==> src/rtl/bubsys_sram_loader.sv <==
`default_nettype none
// ============================================================================
// Module   : bubsys_sram_loader
// Purpose  : Writes a block of SRAM words, either from a valid/ready stream
//            (LOAD) or as a repeated constant (FILL), and keeps a running
//            modulo-2^DW sum of every word written.
// Revision : 1.0 - initial release
// ----------------------------------------------------------------------------
// Ports
//   i_MCLK        system clock, rising edge
//   i_RST         synchronous active-high reset
//   i_START_LOAD  start a stream load (wins over i_START_FILL)
//   i_START_FILL  start a constant fill
//   i_BASE        first SRAM address of the operation
//   i_LEN         number of words, 0..2^AW
//   i_FILLVAL     constant used by FILL
//   i_DIN         stream data word
//   i_DIN_VALID   stream word valid
//   o_DIN_READY   stream word accepted this cycle when valid
//   o_RAM_ADDR    SRAM write address
//   o_RAM_DIN     SRAM write data
//   o_RAM_WR      SRAM write strobe, one word per high cycle
//   o_BUSY        operation in progress
//   o_DONE        one-cycle completion pulse
//   o_SUM         modulo-2^DW sum of words written by current/last operation
// ============================================================================
module bubsys_sram_loader #(
  parameter int AW = 10,
  parameter int DW = 8
) (
  input  logic          i_MCLK,
  input  logic          i_RST,
  input  logic          i_START_LOAD,
  input  logic          i_START_FILL,
  input  logic [AW-1:0] i_BASE,
  input  logic [AW:0]   i_LEN,
  input  logic [DW-1:0] i_FILLVAL,
  input  logic [DW-1:0] i_DIN,
  input  logic          i_DIN_VALID,
  output logic          o_DIN_READY,
  output logic [AW-1:0] o_RAM_ADDR,
  output logic [DW-1:0] o_RAM_DIN,
  output logic          o_RAM_WR,
  output logic          o_BUSY,
  output logic          o_DONE,
  output logic [DW-1:0] o_SUM
);

  localparam int CW = AW + 1;

  typedef enum logic [1:0] {
    IDLE = 2'd0,
    LOAD = 2'd1,
    FILL = 2'd2,
    DONE = 2'd3
  } state_t;

  state_t        state;
  state_t        state_nxt;
  logic [AW-1:0] ptr;
  logic [CW-1:0] cnt;
  logic [DW-1:0] fillval;
  logic [AW-1:0] ram_addr;
  logic [DW-1:0] ram_din;
  logic          ram_wr;
  logic [DW-1:0] sum;

  logic          cnt_zero;
  logic          cnt_last;
  logic          accept;

  assign cnt_zero = (cnt == '0);
  assign cnt_last = (cnt == CW'(1));
  // Ready comes only from registered state, never from i_DIN_VALID.
  assign accept   = (state == LOAD) && !cnt_zero && i_DIN_VALID;

  // State register
  always_ff @(posedge i_MCLK) begin
    if (i_RST) begin
      state <= IDLE;
    end else begin
      state <= state_nxt;
    end
  end

  // Next-state decode. The edge that issues the final write also enters
  // DONE, so the last strobe lines up with the o_DONE cycle.
  always_comb begin
    state_nxt = state;
    case (state)
      IDLE: begin
        if (i_START_LOAD) begin
          state_nxt = LOAD;
        end else if (i_START_FILL) begin
          state_nxt = FILL;
        end
      end
      LOAD: begin
        if (cnt_zero || (accept && cnt_last)) begin
          state_nxt = DONE;
        end
      end
      FILL: begin
        if (cnt_zero || cnt_last) begin
          state_nxt = DONE;
        end
      end
      DONE:    state_nxt = IDLE;
      default: state_nxt = IDLE;
    endcase
  end

  // Datapath: pointer, counter, write port registers and running sum.
  // The write strobe defaults low every edge; address/data/sum hold.
  always_ff @(posedge i_MCLK) begin
    if (i_RST) begin
      ptr      <= '0;
      cnt      <= '0;
      fillval  <= '0;
      ram_addr <= '0;
      ram_din  <= '0;
      ram_wr   <= 1'b0;
      sum      <= '0;
    end else begin
      ram_wr <= 1'b0;
      case (state)
        IDLE: begin
          if (i_START_LOAD || i_START_FILL) begin
            ptr <= i_BASE;
            cnt <= i_LEN;
            sum <= '0;
            if (!i_START_LOAD) begin
              fillval <= i_FILLVAL;
            end
          end
        end
        LOAD: begin
          if (accept) begin
            ram_addr <= ptr;
            ram_din  <= i_DIN;
            ram_wr   <= 1'b1;
            ptr      <= ptr + AW'(1);
            cnt      <= cnt - CW'(1);
            sum      <= sum + i_DIN;
          end
        end
        FILL: begin
          if (!cnt_zero) begin
            ram_addr <= ptr;
            ram_din  <= fillval;
            ram_wr   <= 1'b1;
            ptr      <= ptr + AW'(1);
            cnt      <= cnt - CW'(1);
            sum      <= sum + fillval;
          end
        end
        default: ;
      endcase
    end
  end

  assign o_DIN_READY = (state == LOAD) && !cnt_zero;
  assign o_RAM_ADDR  = ram_addr;
  assign o_RAM_DIN   = ram_din;
  assign o_RAM_WR    = ram_wr;
  assign o_BUSY      = (state != IDLE);
  assign o_DONE      = (state == DONE);
  assign o_SUM       = sum;

endmodule
`default_nettype wire

==> config.mk <==
export PLATFORM = sky130hd
export DESIGN_NAME = bubsys_sram_loader
export DESIGN_NICKNAME = d
export VERILOG_FILES = /design/src/rtl/bubsys_sram_loader.sv
export SDC_FILE = /design/constraint.sdc
export NUM_CORES = 1
export LEC_CHECK = 0
export CAP_MARGIN = 20
export CORE_ASPECT_RATIO = 1.2
export CORE_MARGIN = 3
export CORE_UTILIZATION = 55
export CTS_BUF_LIST = sky130_fd_sc_hd__clkbuf_8
export DETAILED_ROUTE_END_ITERATION = 6
export PLACE_DENSITY_LB_ADDON = 0.12
export SYNTH_ARGS = -nofsm -noshare
export SYNTH_HDL_FRONTEND = slang
export SYNTH_SLANG_ARGS = --single-unit
==> constraint.sdc <==
create_clock -name i_MCLK -period 6.6 [get_ports i_MCLK]
set_input_delay 0.66 -clock i_MCLK [delete_from_list [all_inputs] [get_ports i_MCLK]]
set_output_delay 0.66 -clock i_MCLK [all_outputs]
set_load 0.01 [all_outputs]
==> summary.json, run 1 <==
{
  "outcome": "finished, final reports clean",
  "regToRegSetupSlack_ps": 3480,
  "synth_edf_count": 0,
  "yosys.area.top_type": "dfxtp_1",
  "min-delay-start": "ptr[9]",
  "final_antenna_net_count": 0,
  "cp.required_ps": 6880,
  "postSynthAreaPerCell_um2": 8.028,
  "detailedPlacementHpwl_mm": 5.585,
  "drtIter0Drc": 231,
  "reg2reg_from": "state[0]",
  "layout.filler_cells": 442,
  "final_min_period_over_clock_period_pct": 47.24,
  "initial_utilization_pct": 57.22,
  "vias_per_cell": 5.808,
  "power_leakage_nw": 1.651,
  "die_h_um": 90.12,
  "worst_setup_path_start_kind": "flip-flop",
  "drt-pass1-iter-count": 5,
  "slew_violations": 0,
  "adder_cell_share_of_the_synthesized_area_pct": 7.176,
  "yosys.area_share.simple_pct": 21.84,
  "total_vias_in_the_final_route": 3183,
  "setup_viol_count_final": 0,
  "synth_top_area_share_pct": 35.80,
  "fin_worst_skew_ps": 6.259,
  "placed_cells_incl_taps": 532,
  "fraction_of_final_layout_cells_with_drive_strength_greater_than_1_pct": 7.692,
  "synth.area.mux_share_pct": 6.481,
  "timing.critical_path.depth": 9,
  "total_net_switching_power_mw": 0.8604,
  "cp-end-kind": "flip-flop",
  "powerDensity_nw_per_um2": 483.0,
  "drc": 0,
  "power.sequential.fraction_pct": 28.9,
  "floorplan.core_area_um2": 5668,
  "largest_net_degree_at_the_start_of_global_routing": 60,
  "synth.cell_area_um2": 3243,
  "timing.hold.ws_ps": 480.6,
  "max_freq_mhz": 320.7,
  "whs_path_depth": 2,
  "cts.htree.levels": 3,
  "leading_cell_types_by_total_area_after_synthesis": "dfxtp_1, a21oi_1, ha_1, o21ai_0, nand2_1",
  "min_period_ps": 3118,
  "routed_wirelength_mm": 8.369,
  "critical-path-top-delay-family": "compound AO/OA/AOI/OAI gates",
  "worst-r2r-cell-count": 9,
  "critical-path-top-cell-by-count": "ha_1",
  "cap_violations": 0,
  "cts_tree": "done",
  "layoutNonFillerInstCount": 548,
  "gpl.final_weighted_congestion": 0.9211,
  "dieWidth_um": 76.10,
  "power_switching_share_pct": 42.58,
  "setup_total_negative_slack_ps": 0,
  "worstMarginPinSlew_ps": 1014,
  "dieArea_um2": 6858,
  "finish.net_count": 523,
  "n_antenna_cell": 0,
  "port_buffers": 71,
  "grt_setup_unrepaired": "false",
  "critical-path-slowest-cell": "ha_1",
  "first_global_vias": 3044,
  "post_cts.resized_instances": 0,
  "drt-wirelength-per-cell_um": 15.27,
  "antenna_found_initial": 0,
  "grt_first_pass_wirelength_mm": 14.13,
  "cts_made_buffers": 9,
  "worst_path_largest_cell_delay_ps": 510,
  "grtUsageTotal_pct": 25.19,
  "final_report_hold_violation_count": 0,
  "cp_data_arrival_time_ps": 3400,
  "rr_endpoint": "o_SUM[7]",
  "critical_path.n_buffers_inverters": 1,
  "yosysWarningCount": 0,
  "share_comb_of_total_power_pct": 51.1,
  "synthToLayoutAreaGrowth_pct": 29.01,
  "ys_ff_latch": 58,
  "path_cells": "inv_1 > ha_1 > mux2_2 > ha_1 > a2111o_1 > a21oi_1 > o21ai_0 > a2111oi_0 > a311o_1",
  "cts_num_sinks": 58,
  "synth.net_count": 464,
  "holdBufCountCts": 0,
  "cts.path.max_buffers": 2,
  "top_level_ports": 72,
  "gr-total-overflow": 0,
  "cts_setup_buffers": 0,
  "intPower_mw": 1.160,
  "synth-xor-area-share_pct": 0.5401,
  "num_rows": 30,
  "timing.hold.worst_endpoint": "o_RAM_ADDR[9]",
  "share_clk_of_total_power_pct": 20.0,
  "crit_path_max_fanout": 12,
  "yosys.cell_types.count": 55,
  "clock_insertion_delay_worst_skew_ps": 340,
  "yosysSeqAreaShare_pct": 35.80,
  "syn-instance-count": 404,
  "synth_flop_cell": "dfxtp_1",
  "worst_setup_hold_path_clk_slew_ps": 70,
  "clk_root_buffer_cell": "clkbuf_8",
  "area_fraction_in_compound_gates_after_synthesis_pct": 22.22,
  "slew-limit-headroom_pct": 32.24,
  "ys_async_sr_fraction_pct": 0,
  "holdCritPathClass": "flip-flop to flip-flop",
  "vdd_drop_max_v": 0.0002841,
  "crit_type": "flip-flop to flip-flop",
  "combinational_family_with_the_most_area_after_synthesis": "compound AO/OA/AOI/OAI gates"
}
## synthesized netlist by cell type (all sizes together) (4+ instances only)
cell and n:
dfxtp 58, a21oi 47, nand2 40, o21ai 38
nor2 34, nor3 20, clkbuf 18, ha 17
inv 15, mux2i 12, nand3 12, buf 9
and3 8, mux2 8, nor2b 7, nor4 4
or4 4
## metal layers
| metal | share of wire [%] | GRT usage, % |
|---|---|---|
| met4 | 2.6 | 12.99 |
| met5 | 0 | 0 |
| met2 | 49 | 40.68 |
| met3 | 5.8 | 5.210 |
| met1 | 43 | 31.70 |
## kinds of logic (layout without fill, tap and decap cells)
logic type | Yosys count | count (layout)
multiplexers | 20 | 20
flip-flops | 58 | 58
AND/OR/NAND/NOR | 146 | 146
XOR/XNOR | 2 | 2
buffers and inverters | 42 | 106
adder cells (fa/ha/maj) | 18 | 18
AO/OA/AOI/OAI | 118 | 118
## sequential cells by signal, indices dropped and copies added (netlist names)
register and count:
cnt 11, fillval 8, o_RAM_ADDR 10, o_RAM_DIN 8, o_RAM_WR 1, o_SUM 8, ptr 10, state 2
## per-stage QoR
| stage | power, mW | instance area (um^2) | setup WS [ps] | util, % |
|---|---|---|---|---|
| detailed placement | 1.607 | 3943 | 3580 | 69.56 |
| floorplan | 1.321 | 3243 | 3766 | - |
| global placement | 1.582 | 3935 | 3644 | 69.43 |
| CTS | 2.017 | 4184 | 3540 | 73.82 |
| finish | 2.021 | 4184 | 3482 | 73.82 |
| global route | 2.171 | 4184 | 3292 | 73.82 |
## power groups by stage
stage / clock [mW] / sequential [mW] / combinational [mW]
finish: 0.404 / 0.583 / 1.03
global route: 0.421 / 0.598 / 1.15
CTS: 0.408 / 0.580 / 1.03
detailed placement: 0 / 0.585 / 1.02
global placement: 0 / 0.581 / 1.00
floorplan: 0 / 0.572 / 0.749
## tightest hold or removal path: stages, from the launching register on
cell and delay [ps]:
dfxtp_1 330, nand2_1 60, a21oi_1 50
## how the worst max path moves through the flow
stage	start	endpoint	slack, ps
after floorplan	state[0]	o_SUM[7]	3770
after global placement	i_DIN[4]	o_SUM[7]	3640
after detailed placement	state[0]	o_SUM[7]	3580
after CTS	state[0]	o_SUM[7]	3540
after global routing	state[0]	o_SUM[7]	3290
final	state[0]	o_SUM[7]	3480
## placed cells by master, fill, tap and decap left out, types with 9 or more instances in the layout
cell type | synthesis | layout
clkdlybuf4s50_1 | 0 | 70
dfxtp_1 | 58 | 58
a21oi_1 | 47 | 47
nand2_1 | 40 | 40
o21ai_0 | 38 | 38
nor2_1 | 34 | 34
nor3_1 | 20 | 20
ha_1 | 17 | 17
inv_1 | 15 | 15
mux2i_1 | 12 | 12
nand3_1 | 12 | 12
clkbuf_8 | 0 | 9
## final cells by class
type	instances	area [um^2]	area share (%)
Clock inverter	7	117.6	2.811
Tap cell	80	100.1	2.392
Inverter	15	56.30	1.346
Sequential cell	58	1161	27.75
Multi-Input combinational cell	304	1889	45.16
Timing Repair Buffer	75	735.7	17.58
Clock buffer	9	123.9	2.961
No activity file was read; power rests on OpenSTA's default activity.
==> run 2: changes to the inputs <==
Settings changed: CORE_UTILIZATION 55 to 52.
Clock period 6.6 ns to 3.1 ns, I/O delays scaled along.
==> run 2 against run 1 <==
  * Fmax increased by 8.3%
  * Clock power increased by 98%
  * Setup slack got worse by 3300 ps
  * Sequential power increased by 110%
  * Die area increased by 5.3%
  * First-iteration DRC count increased by 9.5%
  * Routed wire length increased by 6.1%
  * Final cell count increased by 1.6%
  * Largest power group unchanged
  * Non-clock buffer count increased by 9
==> summary.json, run 2 (synthesis results as in run 1) <==
{
  "vdd_drop_max_v": 0.0005352,
  "largest_register_ffs": 11,
  "cts_tree": "done",
  "timing.hold.ws_ps": 473.9,
  "min_period_ps": 2880,
  "final_antenna_net_count": 0,
  "dieWidth_um": 78.09,
  "num_rows": 30,
  "power_switching_share_pct": 43.41,
  "setup_viol_count_final": 0,
  "worst-r2r-cell-count": 11,
  "top_level_ports": 72,
  "detailedPlacementHpwl_mm": 6.293,
  "fraction_of_final_layout_cells_with_drive_strength_greater_than_1_pct": 9.644,
  "powerDensity_nw_per_um2": 1032,
  "max_freq_mhz": 347.2,
  "most_frequent_cells_in_the_layout": "clkdlybuf4s50_1, dfxtp_1, a21oi_1",
  "die_h_um": 92.51,
  "layout.filler_cells": 500,
  "largest_net_degree_at_the_start_of_global_routing": 39,
  "final_report_hold_violation_count": 0,
  "synthToLayoutAreaGrowth_pct": 30.79,
  "power.sequential.fraction_pct": 28.1,
  "n_antenna_cell": 0,
  "slew_violations": 0,
  "holdCritPathClass": "input pin to flip-flop",
  "worst_setup_hold_path_clk_slew_ps": 70,
  "gpl.final_weighted_congestion": 0.9812,
  "port_buffers": 71,
  "fin_worst_skew_ps": 10.34,
  "cp-end-kind": "flip-flop",
  "grtUsageTotal_pct": 25.47,
  "total_net_switching_power_mw": 1.900,
  "grt_setup_unrepaired": "false",
  "final_min_period_over_clock_period_pct": 92.91,
  "initial_utilization_pct": 55.38,
  "cts.htree.levels": 3,
  "intPower_mw": 2.477,
  "worstMarginPinSlew_ps": 799.9,
  "first_global_vias": 3208,
  "cp_data_arrival_time_ps": 3160,
  "clock_insertion_delay_worst_skew_ps": 340,
  "share_comb_of_total_power_pct": 53.6,
  "cts.path.max_buffers": 2,
  "vias_per_cell": 5.847,
  "share_clk_of_total_power_pct": 18.2,
  "drt-wirelength-per-cell_um": 15.94,
  "dieArea_um2": 7224,
  "floorplan.core_area_um2": 5856,
  "registers.top_by_ff_count": "cnt",
  "drt-pass1-iter-count": 4,
  "setup_total_negative_slack_ps": 0,
  "cap_violations": 0,
  "clk_root_buffer_cell": "clkbuf_8",
  "power_leakage_nw": 1.678,
  "gr-total-overflow": 0,
  "whs_path_depth": 2,
  "antenna_found_initial": 0,
  "total_vias_in_the_final_route": 3257,
  "finish.net_count": 532,
  "routed_wirelength_mm": 8.877,
  "outcome": "finished, final reports clean",
  "slew-limit-headroom_pct": 46.18,
  "cts_setup_buffers": 0,
  "cp.required_ps": 3380,
  "cts_num_sinks": 58,
  "crit_path_max_fanout": 8,
  "grt_first_pass_wirelength_mm": 14.99,
  "drtIter0Drc": 253,
  "cts_made_buffers": 9,
  "drc": 0,
  "worst_setup_path_start_kind": "flip-flop",
  "crit_type": "flip-flop to flip-flop",
  "fin_util_pct": 72.44,
  "most_frequent_standard_cell_in_the_layout_excluding_fill_and_tap_cells": "clkdlybuf4s50_1"
}
-- run 2: cell types whose count changed in the layout (fill, tap and decap cells not counted), moves of 2 or more --
cell,before,now
buf_4,4,12
clkinv_2,2,0
clkinvlp_4,0,2
inv_6,0,2
-- run 2: repair_timing --
action / in CTS / in global routing
setup endpoints to repair: 0 / 2
resized for setup: 0 / 1
hold buffers: 0 / 0
-- run 2: per-layer routing --
layer | wire length, um | global-route usage (%) | up-vias
met4 | 214 | 10.35 | 0
li1 | - | - | 1584
met3 | 470 | 4.183 | 22
met5 | 0 | 0 | -
met1 | 3689 | 31.30 | 1528
met2 | 4503 | 44.00 | 123
-- run 2: area by class of cell --
type | count | area, um^2 | share of cell area [%]
flip-flops and latches | 58 | 1161 | 27.37
inverters | 15 | 56.30 | 1.327
repair buffers | 84 | 807.0 | 19.03
clock buffers | 9 | 123.9 | 2.920
multi-input cells | 304 | 1892 | 44.60
clock inverters | 7 | 101.3 | 2.389
well taps | 80 | 100.1 | 2.360
-- run 2: through the flow --
stage | instances | worst slack [ps] | instance area, um^2 | power [mW]
after floorplan | 404 | 266.3 | 3243 | 2.813
after global placement | 540 | 333.5 | 4003 | 3.488
after detailed placement | 541 | 181.1 | 4014 | 3.560
after CTS | 557 | 130.3 | 4239 | 4.365
after global routing | 557 | 31.57 | 4242 | 4.703
final | 557 | 219.8 | 4242 | 4.377
-- run 2: power groups by stage --
stage | logic, mW | clock network (mW) | registers (mW)
3_5_place_dp | 2.32 | 0 | 1.24
2_1_floorplan | 1.60 | 0 | 1.22
4_1_cts | 2.33 | 0.805 | 1.23
6_report | 2.35 | 0.798 | 1.23
3_3_place_gp | 2.26 | 0 | 1.23
5_1_grt | 2.60 | 0.838 | 1.26
-- run 2: worst paths after layout --
kind         startpoint            end  slack [ps]
max            state[0]       o_SUM[7]         220
min reg2reg      ptr[9]  o_RAM_ADDR[9]         470
max reg2reg    state[0]       o_SUM[7]         220
min               i_RST     fillval[7]         470
-- run 2: worst max-delay path, stage by stage (launching register included) --
cell and delay (ps):
dfxtp_1 350, inv_1 120, ha_2 280, buf_4 190
mux2i_1 270, inv_1 80, ha_1 300, a211o_1 330
a21oi_1 180, o21ai_0 120, a2111oi_0 430, a311o_1 170
